**src/rtl/ad_pkg.sv**
```systemverilog
// Shared constants and state encoding for the serial ADC responder emulation.
package ad_pkg;

    localparam int DATA_W_DEF     = 16;
    localparam int LEAD_ZEROS_DEF = 2;
    localparam int FRAME_LEN_DEF  = DATA_W_DEF + LEAD_ZEROS_DEF;

    typedef enum logic {
        IDLE  = 1'b0,
        SHIFT = 1'b1
    } ad_state_e;

endpackage

```
**src/rtl/ad_sync_edge.sv**
```systemverilog
// Two-flop synchronizer for an asynchronous pin, followed by a history flop
// and registered edge pulses (valid three clk_sys cycles after the pin edge).
module ad_sync_edge (
    input  logic clk_sys,
    input  logic rst_n,
    input  logic pin_i,
    output logic lvl_o,
    output logic rise_o,
    output logic fall_o
);

    logic meta_q, sync_q, hist_q, rise_q, fall_q;

    always_ff @(posedge clk_sys) begin
        if (!rst_n) begin
            meta_q <= 1'b0;
            sync_q <= 1'b0;
            hist_q <= 1'b0;
            rise_q <= 1'b0;
            fall_q <= 1'b0;
        end else begin
            meta_q <= pin_i;
            sync_q <= meta_q;
            hist_q <= sync_q;
            rise_q <= sync_q & ~hist_q;
            fall_q <= ~sync_q & hist_q;
        end
    end

    assign lvl_o  = sync_q;
    assign rise_o = rise_q;
    assign fall_o = fall_q;

endmodule

```
**src/rtl/ad_slave_emu.sv**
```systemverilog
// Serial ADC channel emulator: answers cs_n/sclk from the initiator by shifting
// a buffered word out on sdata, MSB first, after LEAD_ZEROS zero bits.
module ad_slave_emu
    import ad_pkg::*;
#(
    parameter int DATA_W     = DATA_W_DEF,
    parameter int LEAD_ZEROS = LEAD_ZEROS_DEF,
    parameter int CNT_W      = 5
) (
    input  logic              clk_sys,
    input  logic              rst_n,
    input  logic              cs_n,
    input  logic              sclk,
    output logic              sdata,
    input  logic [DATA_W-1:0] din,
    input  logic              din_vld,
    output logic              din_rdy,
    output logic              frame_done,
    output logic              frame_abort,
    output logic              underrun
);

    localparam int               FRAME_LEN = DATA_W + LEAD_ZEROS;
    localparam logic [CNT_W-1:0] LAST_BIT  = CNT_W'(FRAME_LEN - 1);

    logic cs_lvl, cs_rise, cs_fall;
    logic sclk_lvl, sclk_rise, sclk_fall;
    logic unused_sclk;

    ad_sync_edge u_cs_sync (
        .clk_sys (clk_sys),
        .rst_n   (rst_n),
        .pin_i   (cs_n),
        .lvl_o   (cs_lvl),
        .rise_o  (cs_rise),
        .fall_o  (cs_fall)
    );

    ad_sync_edge u_sclk_sync (
        .clk_sys (clk_sys),
        .rst_n   (rst_n),
        .pin_i   (sclk),
        .lvl_o   (sclk_lvl),
        .rise_o  (sclk_rise),
        .fall_o  (sclk_fall)
    );

    assign unused_sclk = sclk_lvl ^ sclk_rise;

    ad_state_e            state_q;
    logic [FRAME_LEN-1:0] shift_q;
    logic [CNT_W-1:0]     bit_cnt_q;
    logic [DATA_W-1:0]    buf_q, last_word_q;
    logic                 buf_full_q, buf_full_d;
    logic                 din_rdy_q;
    logic                 frame_done_q, frame_abort_q, underrun_q;
    logic                 accept, load_from_buf;

    assign accept        = din_vld && din_rdy_q;
    assign load_from_buf = (state_q == IDLE) && cs_fall && buf_full_q;

    // Accept only happens while empty, so it never collides with a load.
    always_comb begin
        buf_full_d = buf_full_q;
        if (load_from_buf) buf_full_d = 1'b0;
        if (accept)        buf_full_d = 1'b1;
    end

    always_ff @(posedge clk_sys) begin
        if (!rst_n) begin
            state_q       <= IDLE;
            shift_q       <= '0;
            bit_cnt_q     <= '0;
            buf_q         <= '0;
            last_word_q   <= '0;
            buf_full_q    <= 1'b0;
            din_rdy_q     <= 1'b0;
            frame_done_q  <= 1'b0;
            frame_abort_q <= 1'b0;
            underrun_q    <= 1'b0;
        end else begin
            frame_done_q  <= 1'b0;
            frame_abort_q <= 1'b0;
            underrun_q    <= 1'b0;
            buf_full_q    <= buf_full_d;
            din_rdy_q     <= !buf_full_d;
            if (accept) buf_q <= din;

            case (state_q)
                IDLE: begin
                    if (cs_fall) begin
                        state_q   <= SHIFT;
                        bit_cnt_q <= '0;
                        if (buf_full_q) begin
                            shift_q     <= FRAME_LEN'(buf_q);
                            last_word_q <= buf_q;
                        end else begin
                            shift_q    <= FRAME_LEN'(last_word_q);
                            underrun_q <= 1'b1;
                        end
                    end
                end
                SHIFT: begin
                    if (cs_rise) begin
                        state_q   <= IDLE;
                        shift_q   <= '0;
                        bit_cnt_q <= '0;
                        if (bit_cnt_q == LAST_BIT) frame_done_q  <= 1'b1;
                        else                       frame_abort_q <= 1'b1;
                    end else if (sclk_fall && !cs_lvl) begin
                        // Past the last bit the register drains to zero while the count holds.
                        shift_q <= {shift_q[FRAME_LEN-2:0], 1'b0};
                        if (bit_cnt_q != LAST_BIT) bit_cnt_q <= bit_cnt_q + CNT_W'(1);
                    end
                end
                default: state_q <= IDLE;
            endcase
        end
    end

    assign sdata       = shift_q[FRAME_LEN-1];
    assign din_rdy     = din_rdy_q;
    assign frame_done  = frame_done_q;
    assign frame_abort = frame_abort_q;
    assign underrun    = underrun_q;

endmodule

```
**config.mk**
```make
export PLATFORM = sky130hd
export DESIGN_NAME = ad_slave_emu
export DESIGN_NICKNAME = d
export VERILOG_FILES = /design/src/rtl/ad_pkg.sv /design/src/rtl/ad_sync_edge.sv /design/src/rtl/ad_slave_emu.sv
export SDC_FILE = /design/constraint.sdc
export NUM_CORES = 1
export LEC_CHECK = 0
export ABC_CLOCK_PERIOD_IN_PS = 1500
export BUFFER_PORTS_ARGS = -buffer_cell sky130_fd_sc_hd__buf_2
export CAP_MARGIN = 20
export CORE_UTILIZATION = 48
export CTS_BUF_LIST = sky130_fd_sc_hd__clkbuf_4
export CTS_CLUSTER_SIZE = 10
export DETAILED_ROUTE_END_ITERATION = 7
export PLACE_DENSITY = 0.66
export SETUP_SLACK_MARGIN = 0.3
export SLEW_MARGIN = 20
export SYNTH_ARGS = -nofsm -noshare
export SYNTH_HDL_FRONTEND = slang
export SYNTH_SLANG_ARGS = --single-unit
```
**constraint.sdc**
```tcl
create_clock -name clk_sys -period 1.5 [get_ports clk_sys]
set_clock_uncertainty 0.1 [all_clocks]
set_input_delay 0.225 -clock clk_sys [delete_from_list [all_inputs] [get_ports clk_sys]]
set_output_delay 0.225 -clock clk_sys [all_outputs]
set_load 0.05 [all_outputs]
```
==> results of run 1 <==
-- routing by layer --
layer	wire (microns)	vias to the layer above	share of wire, %	global-route usage (%)
li1	-	1253	-	-
met1	3064	1145	47	27.56
met2	3190	36	49	36.95
met3	178	7	2.7	4.545
met4	78	0	1.2	9.643
met5	0	-	0	0
-- worst paths after layout --
kind                                        start                 end  slack [ns]  cells after the start
worst max register to register            state_q          shift_q[6]        0.14                      5
worst min-delay path                        rst_n         shift_q[15]        0.13                      3
worst max-delay path                      state_q          shift_q[6]        0.14                      5
worst min register to register  u_sclk_sync.lvl_o  u_sclk_sync.fall_o        0.33                      1
-- kinds of logic after synthesis --
kind of cell	count (synthesis)
mux	16
flops	70
fa+ha+maj	2
buf+inv	28
simple gates	136
compound gates	82
-- cell type report --
type,instances,area [sq um]
clock buffers,9,67.56
clock inverters,7,112.6
fillers,498,2038
inverters,2,7.507
multi-input cells,239,1614
flip-flops and latches,70,1421
well taps,75,93.84
repair buffers,71,600.6
-- power breakdown --
group          leakage, nW  internal [mW]  switching [mW]
logic                0.704          0.155           0.147
clock network       0.0957          0.835           0.678
registers            0.573           1.89          0.0278
-- cell usage in the layout (no fill, tap or decap), types with 3 or more instances in the layout --
cell / instances
a21boi_0: 16
buf_6: 4
mux2i_1: 15
buf_8: 6
nand3_2: 10
clkbuf_4: 9
nor2b_1: 3
nand2_1: 85
o21ai_1: 9
a21oi_1: 3
dlygate4sd3_1: 18
bufinv_16: 3
buf_2: 20
o21ai_0: 3
o21ai_2: 9
nor2_1: 4
clkinv_2: 3
a21boi_1: 18
a21oi_2: 5
nand3_1: 10
dfxtp_1: 58
and2_1: 7
buf_4: 22
dfxtp_2: 10
o22a_1: 15
-- registers in the layout (all words and copies together), names as in the netlist, 5 cells and up --
register / flops
buf_q: 16
last_word_q: 16
shift_q: 18
bit_cnt_q: 5
-- repair_timing --
item,in CTS,in global routing
endpoints found under the setup margin,51,60
resized for setup,45,24
buffers inserted,5,4
hold endpoints to repair,18,0
pin swaps,21,8
hold buffers,18,0
gates cloned,2,1
-- per-stage QoR --
| stage | std cells | TNS [ns] | utilization [%] |
|---|---|---|---|
| 5_1_grt | 473 | 0 | 65.78 |
| 2_1_floorplan | 334 | 0 | - |
| 4_1_cts | 468 | 0 | 63.76 |
| 3_5_place_dp | 427 | -0.02974 | 54.26 |
| 3_3_place_gp | 427 | 0 | 54.26 |
| 6_report | 473 | 0 | 65.78 |
-- critical path, stage by stage, from the launching register on --
cell and delay [ns]:
dfxtp_4 0.38, nor2b_4 0.14, buf_6 0.12, a21oi_4 0.23
nand2_4 0.16, o21ai_2 0.17
==> metrics, run 1 <==
max cap viols 0; FMAX about 0.74 GHz; share of the synthesized area in the top cell type 47.16%; DRC 0; CTS Buf Count 9; clock slew at reported path FFs about 0.12 ns; post-synthesis adder-cell area fraction less than 1%; Synth cell types 35; first-pass GRT wire length around 11 mm; post-synthesis instance total approximately 330; hpwl dp just under 4 mm; CTS Sinks 70; Iter 0 DRT Violations between 100 and 150; FP Rows 28; ys async rst share 0%; Startpoint Class flip-flop; Arr. time, crit path 1.60 ns; period utilisation layout 90.62%; number of synthesized flops with an enable pin 0; gr usage total 22.22%; DR pass1 iterations 4; WL/cell 13.76 microns; Clock Latency Late Sink around 0.41 ns; largest family of logic cells by synthesized area simple AND/OR/NAND/NOR gates; Synth Warn # 0; Design Power 3.735 mW; H-tree lvl count 3; Max Slew Vio Count 0; Critical Path Fanout Max 8; initial antenna violation count 0; Post-DRT Antenna Nets 0; post-synthesis sequential area ratio 47.16%; post-layout minimum cycle time between 1 and 1.5 ns; XOR/XNOR Fraction of Synth Area 0%; max_slew headroom ~76%; most instantiated cells after synthesis nand2_1, dfxtp_1, a21boi_0; CTS tree built; Worst Path Required 1.74 ns; syn_nets roughly 360; largest net degree at the start of global routing 32; Final Hold Vio Count 0; count leader, synth nand2_1; Mapped Area 2972 sq um; clock tree buffer depth 2; Die H a little over 80 microns; vias in the first global route roughly 2,300; final instance area around 3900 sq um; Peak supply drop ~0.6 mV; gpl congestion between 0.7 and 0.8; worst slew pin tran ~0.36 ns; vias per std cell a little over 5; final worst setup slack 0.1407 ns; pwr dens between 900 and 1000 nW/um^2; routed vias ~2,400; Die Area between 6000 and 7000 sq um; simple-gate share of the synthesized area 21.26%; biggest area consumer among synthesized cells dfxtp_1; Die X-Extent between 80 and 90 microns; outcome complete, no violations; final setup vio count 0; flops & latches, synth 70; layout cells sized above 1 between 30% and 40%; largest cells by area after synthesis dfxtp_1, nand2_1, a21boi_0, mux2i_1, o22a_1; Compound-Gate Fraction of Synth Area between 10% and 20%; mux contribution to synthesized area 5.389%; Layout Nets 416; Placed Area between 3000 and 4000 sq um; initial core utilization between 40% and 50%; top_reg_cell synth dfxtp_1; Worst setup EP type flip-flop; RSZ-0062 raised after global routing true; total core area 5956 sq um; Worst Path Class, Setup flip-flop to flip-flop; Leakage approximately 1.4 nW; wirelength, routed roughly 6.5 mm; total gr overflow 0; Mean Syn Cell Area between 8 and 9 sq um; pre-CTS setup slack -0.02233 ns; final hold slack between 0.1 and 0.15 ns; layout overhead on the synthesized area 31.83%; number of primary I/O pins 26; port bufs 25; # diodes 0; Hold Path Class input pin to flip-flop; clock root cell clkbuf_4
(Power assumes the default switching activity.)
==> run 2: changes to the inputs <==
CTS_BUF_LIST = sky130_fd_sc_hd__clkbuf_8   (was sky130_fd_sc_hd__clkbuf_4)
==> run 2 against run 1 <==
  * Clock power up 20%
  * First-iteration DRC count grew 16%
  * Die area did not move
  * Maximum frequency hardly changed
  * Utilization up 0.40 points
  * Global-route usage decreased by 0.80 points
  * Critical path type unchanged
==> metrics, run 2 (same netlist as run 1, synthesis figures left out) <==
critical path cell sequence buf_4 -> mux2i_1 -> o22a_1 -> o21ai_2; Critical Path Fanout Max 6; outcome complete, no violations; RSZ-0062 raised after global routing true; Leakage 1.500 nW; Worst Path Required approximately 1.7 ns; max_slew headroom 76.41%; Startpoint Class flip-flop; # diodes 0; layout overhead on the synthesized area 32.63%; commonest non-fill, non-tap cell in the layout nand2_1; vias in the first global route approximately 2,200; initial antenna violation count 0; largest net degree at the start of global routing 32; final hold slack ~0.011 ns; period utilisation layout between 90 and 100%; WL/cell 14.28 microns; top sig layer met4; gr usage total 21.42%; slowest stage cell on the critical path dfxtp_1; FMAX 0.7358 GHz; Layout Nets ~400; routed vias around 2,400; FF-to-FF Start buf_full_q; final setup vio count 0; max cap viols 0; hpwl dp just under 4 mm; Worst setup EP type flip-flop; Arr. time, crit path 1.50 ns; Largest register FFs 18; clock root cell clkbuf_8; CP top delay family flip-flops; clock slew at reported path FFs roughly 0.08 ns; crit path launch buf_full_q; most frequent cells in the layout nand2_1, dfxtp_1, buf_4; Worst Path Class, Setup flip-flop to flip-flop; worst min-delay path startpoint din[7]; post-layout minimum cycle time 1.359 ns; CTS Sinks 70; Die H 80.68 microns; Peak supply drop approximately 0.63 mV; initial core utilization 49.89%; port bufs 25; M1 WL about 3.1 mm; clock tree buffer depth 2; first-pass GRT wire length about 10 mm; Clock Latency Late Sink 0.34 ns; Iter 0 DRT Violations between 100 and 150; number of primary I/O pins 26; DR pass1 iterations 4; gpl congestion ~0.73; FP Rows 28; Final Core Density between 60 and 70%; DRC 0; WP buf/inv 1; Design Power between 4 and 5 mW; Die X-Extent ~80 microns; total gr overflow 0; total core area approximately 6000 sq um; DR WL met3 between 150 and 200 microns; CTS Buf Count 9; CP max stage delay a little under 0.4 ns; Hold Path Class input pin to flip-flop; Reg with most FFs shift_q; H-tree lvl count 3; Post-DRT Antenna Nets 0; pwr dens between 1000 and 1500 nW/um^2; vias per std cell around 5.2; layout cells sized above 1 about 38%; CTS tree built; worst slew pin tran between 0.3 and 0.4 ns; Die Area 6509 sq um; Top Registers shift_q x18, buf_q x16, last_word_q x16; wirelength, routed roughly 6.6 mm; Final Hold Vio Count 0; Max Slew Vio Count 0; WL met2 approximately 3.2 mm
## run 2: cell count changes in the layout (fill, tap and decap cells not counted), sizes merged
cell         change
dlygate4sd3     -16
buf              +1
clkbuf           +1
a21o             +1
## run 2: final timing paths
check                           to  slack (ns)  cells past startpoint
setup / recovery       shift_q[15]        0.14                      4
setup reg to reg       shift_q[15]        0.14                      4
hold / removal            buf_q[7]        0.01                      3
hold reg to reg   u_cs_sync.rise_o        0.32                      1
## run 2: routing by layer
layer	vias up	global-route usage [%]
li1	1232	-
met1	1127	27.25
met2	39	34.32
met3	10	4.432
met4	0	10.18
met5	-	0
## run 2: cell type report
type	count	area, sq um
clock inverter	7	112.6
tap	75	93.84
inverter	2	7.507
multi-input combinational	240	1719
timing repair buffer	57	465.4
clock buffer	9	123.9
fill	499	2014
sequential	70	1419
## run 2: where the power goes
part	internal [mW]	switching (mW)	total (mW)
clock network	1.09	0.713	1.81
logic	0.128	0.142	0.270
registers	1.89	0.0336	1.92
## run 2: metrics by stage
| stage | cells | worst slack [ns] | area [sq um] | setup TNS [ns] |
|---|---|---|---|---|
| global route | 460 | 0.09297 | 3941 | 0 |
| global placement | 427 | 0.04447 | 3232 | 0 |
| finish | 460 | 0.1410 | 3941 | 0 |
| detailed placement | 427 | -0.02233 | 3232 | -0.02974 |
| CTS | 451 | 0.1698 | 3638 | 0 |
| floorplan | 334 | 0.1507 | 3048 | 0 |
## run 2: repair_timing
item                                    in CTS  in global routing
pin swaps                                   16                 30
hold buffers                                 2                  0
endpoints found under the hold margin        2                  0
gates resized for setup                     29                 61
gates cloned                                 2                  3
setup buffers                                4                  6
endpoints found under the setup margin      45                 56
## run 2: worst min-delay path, cell delays in order
cell and delay, ns:
buf_2 0.09, nand2_1 0.04, a21boi_1 0.05
==> run 3: changes to the inputs <==
SYNTH_HIERARCHICAL = 1   (was default)
==> run 3 against run 2 <==
  * Global-route usage shrank 0.13 points
  * Largest cell class unchanged
  * Power shrank 9.2%
  * Clock-buffer cell count grew 3
  * Die area is essentially flat
  * Combinational power grew 8.5%
  * Utilization shrank 1.4 points
  * Sequential share of layout area grew 0.86 points
  * Flip-flop and latch count is the same
  * Maximum frequency grew 1.7%
  * Synthesized cell count shrank 0.90%
  * Routed wire length grew 3.7%
==> metrics, run 3 <==
FMAX 0.7481 GHz; Worst Path Required ~1.7 ns; # diodes 0; H-tree lvl count 3; FP Rows 28; largest net degree at the start of global routing 51; placed cells around 420; Mean Syn Cell Area approximately 9 sq um; WP buf/inv 1; CTS tree built; Mapped Area between 2000 and 3000 sq um; Final Hold Vio Count 0; Die H 80.67 microns; register area ~1400 sq um; Worst Path Class, Setup flip-flop to flip-flop; Leakage around 1.3 nW; vias per std cell between 5 and 6; total gr overflow 0; layout cells sized above 1 roughly 38%; max cap viols 0; Iter 0 DRT Violations 88; Largest register FFs 18; Top Registers shift_q x18, buf_q x16, last_word_q x16; initial antenna violation count 0; CP top delay family compound AO/OA/AOI/OAI gates; Worst setup EP type flip-flop; Die Area approximately 6500 sq um; CTS Buf Count 9; routed vias 2,421; footprint of the multi-input gates roughly 1700 sq um; Reg with most FFs shift_q; initial core utilization 49.87%; Startpoint Class flip-flop; DR pass1 iterations 4; pwr dens between 900 and 1000 nW/um^2; Final Core Density around two thirds; outcome complete, no violations; Arr. time, crit path 1.52 ns; slowest stage cell on the critical path dfxtp_2; clock tree buffer depth 2; CP max stage delay roughly 0.32 ns; most frequent cells in the layout nand2_1, dfxtp_1, buf_2; hpwl dp approximately 3.6 mm; DRC 0; wirelength, routed slightly below 7 mm; Layout Nets around 400; final worst setup slack about 0.16 ns; commonest non-fill, non-tap cell in the layout nand2_1; Max Slew Vio Count 0; CTS Sinks 70; gpl congestion a little over 0.7; vias in the first global route around 2,100; final instance area a little under 4000 sq um; WL/cell about 15 microns; FILL cells roughly 520; period utilisation layout between 80 and 90%; Critical Path Fanout Max 8; post-synthesis instance total between 300 and 400; layout overhead on the synthesized area 29.95%; final hold slack 0.01615 ns; pre-CTS setup slack -0.06748 ns; port bufs 25; Hold Path Class input pin to flip-flop; clock slew at reported path FFs 0.08 ns; Synth Warn # 6; Die X-Extent just over 80 microns; total core area between 5000 and 6000 sq um; fin cells ~460; gr usage total approximately a fifth; clock root cell clkbuf_8; Clock Latency Late Sink between 0.3 and 0.4 ns; syn_nets roughly 350; Peak supply drop 0.5885 mV; worst slew pin tran roughly 0.27 ns; critical path cell sequence nand2b_4 -> buf_6 -> a21oi_4 -> nand2_4 -> o21ai_2; max_slew headroom approximately four fifths; RSZ-0062 raised after global routing true; Placed Area about 3200 sq um; final setup vio count 0; number of primary I/O pins 26; Post-DRT Antenna Nets 0; first-pass GRT wire length around 10 mm; post-layout minimum cycle time around 1.3 ns
-- run 3: tightest hold or removal path, stage by stage --
cell	delay (ns)
buf_2	0.10
nand2_1	0.04
a21boi_0	0.06
-- run 3: cell type report --
class | count | area share [%]
clock buffer | 12 | 4.279
clock inverter | 4 | 0.5511
inverter | 2 | 0.1945
multi-input combinational | 239 | 43.50
sequential | 70 | 36.86
tap | 75 | 2.431
timing repair buffer | 53 | 12.19
-- run 3: per-stage QoR --
| stage | power, mW | setup TNS [ns] |
|---|---|---|
| global placement | 2.191 | 0 |
| floorplan | 2.122 | 0 |
| detailed placement | 2.196 | -0.7266 |
| global route | 3.771 | 0 |
| CTS | 3.623 | 0 |
| finish | 3.634 | 0 |
-- run 3: per-layer routing --
layer / vias up / wire length (microns) / part of all wire [%] / GRT usage, %
li1: 1224 / - / - / -
met1: 1134 / 3169 / 47 / 27.56
met2: 45 / 3210 / 47 / 32.88
met3: 18 / 216 / 3.2 / 4.545
met4: 0 / 213 / 3.1 / 11.25
met5: - / 0 / 0 / 0
-- run 3: repair_timing --
action,4_1_cts,5_1_grt
hold buffers,2,0
gates resized for setup,46,31
pin swaps,25,8
endpoints found under the hold margin,2,0
setup endpoints to repair,45,52
cloned,3,4
buffers inserted,5,6
-- run 3: path summary, 6_finish.rpt --
| path | start | to | slack, ns | cells past startpoint |
|---|---|---|---|---|
| worst max-delay path | u_cs_sync/lvl_o | shift_q[10] | 0.16 | 5 |
| worst min-delay path | din[7] | buf_q[7] | 0.02 | 3 |
| worst max register to register | u_cs_sync/lvl_o | shift_q[10] | 0.16 | 5 |
| worst min register to register | u_sclk_sync/meta_q | u_sclk_sync/lvl_o | 0.35 | 1 |
-- run 3: where the power goes --
part | switching, mW | internal [mW] | total [mW]
Sequential | 0.0294 | 1.89 | 1.92
Combinational | 0.150 | 0.142 | 0.293
Clock | 0.698 | 0.724 | 1.42
Total | 0.878 | 2.76 | 3.63
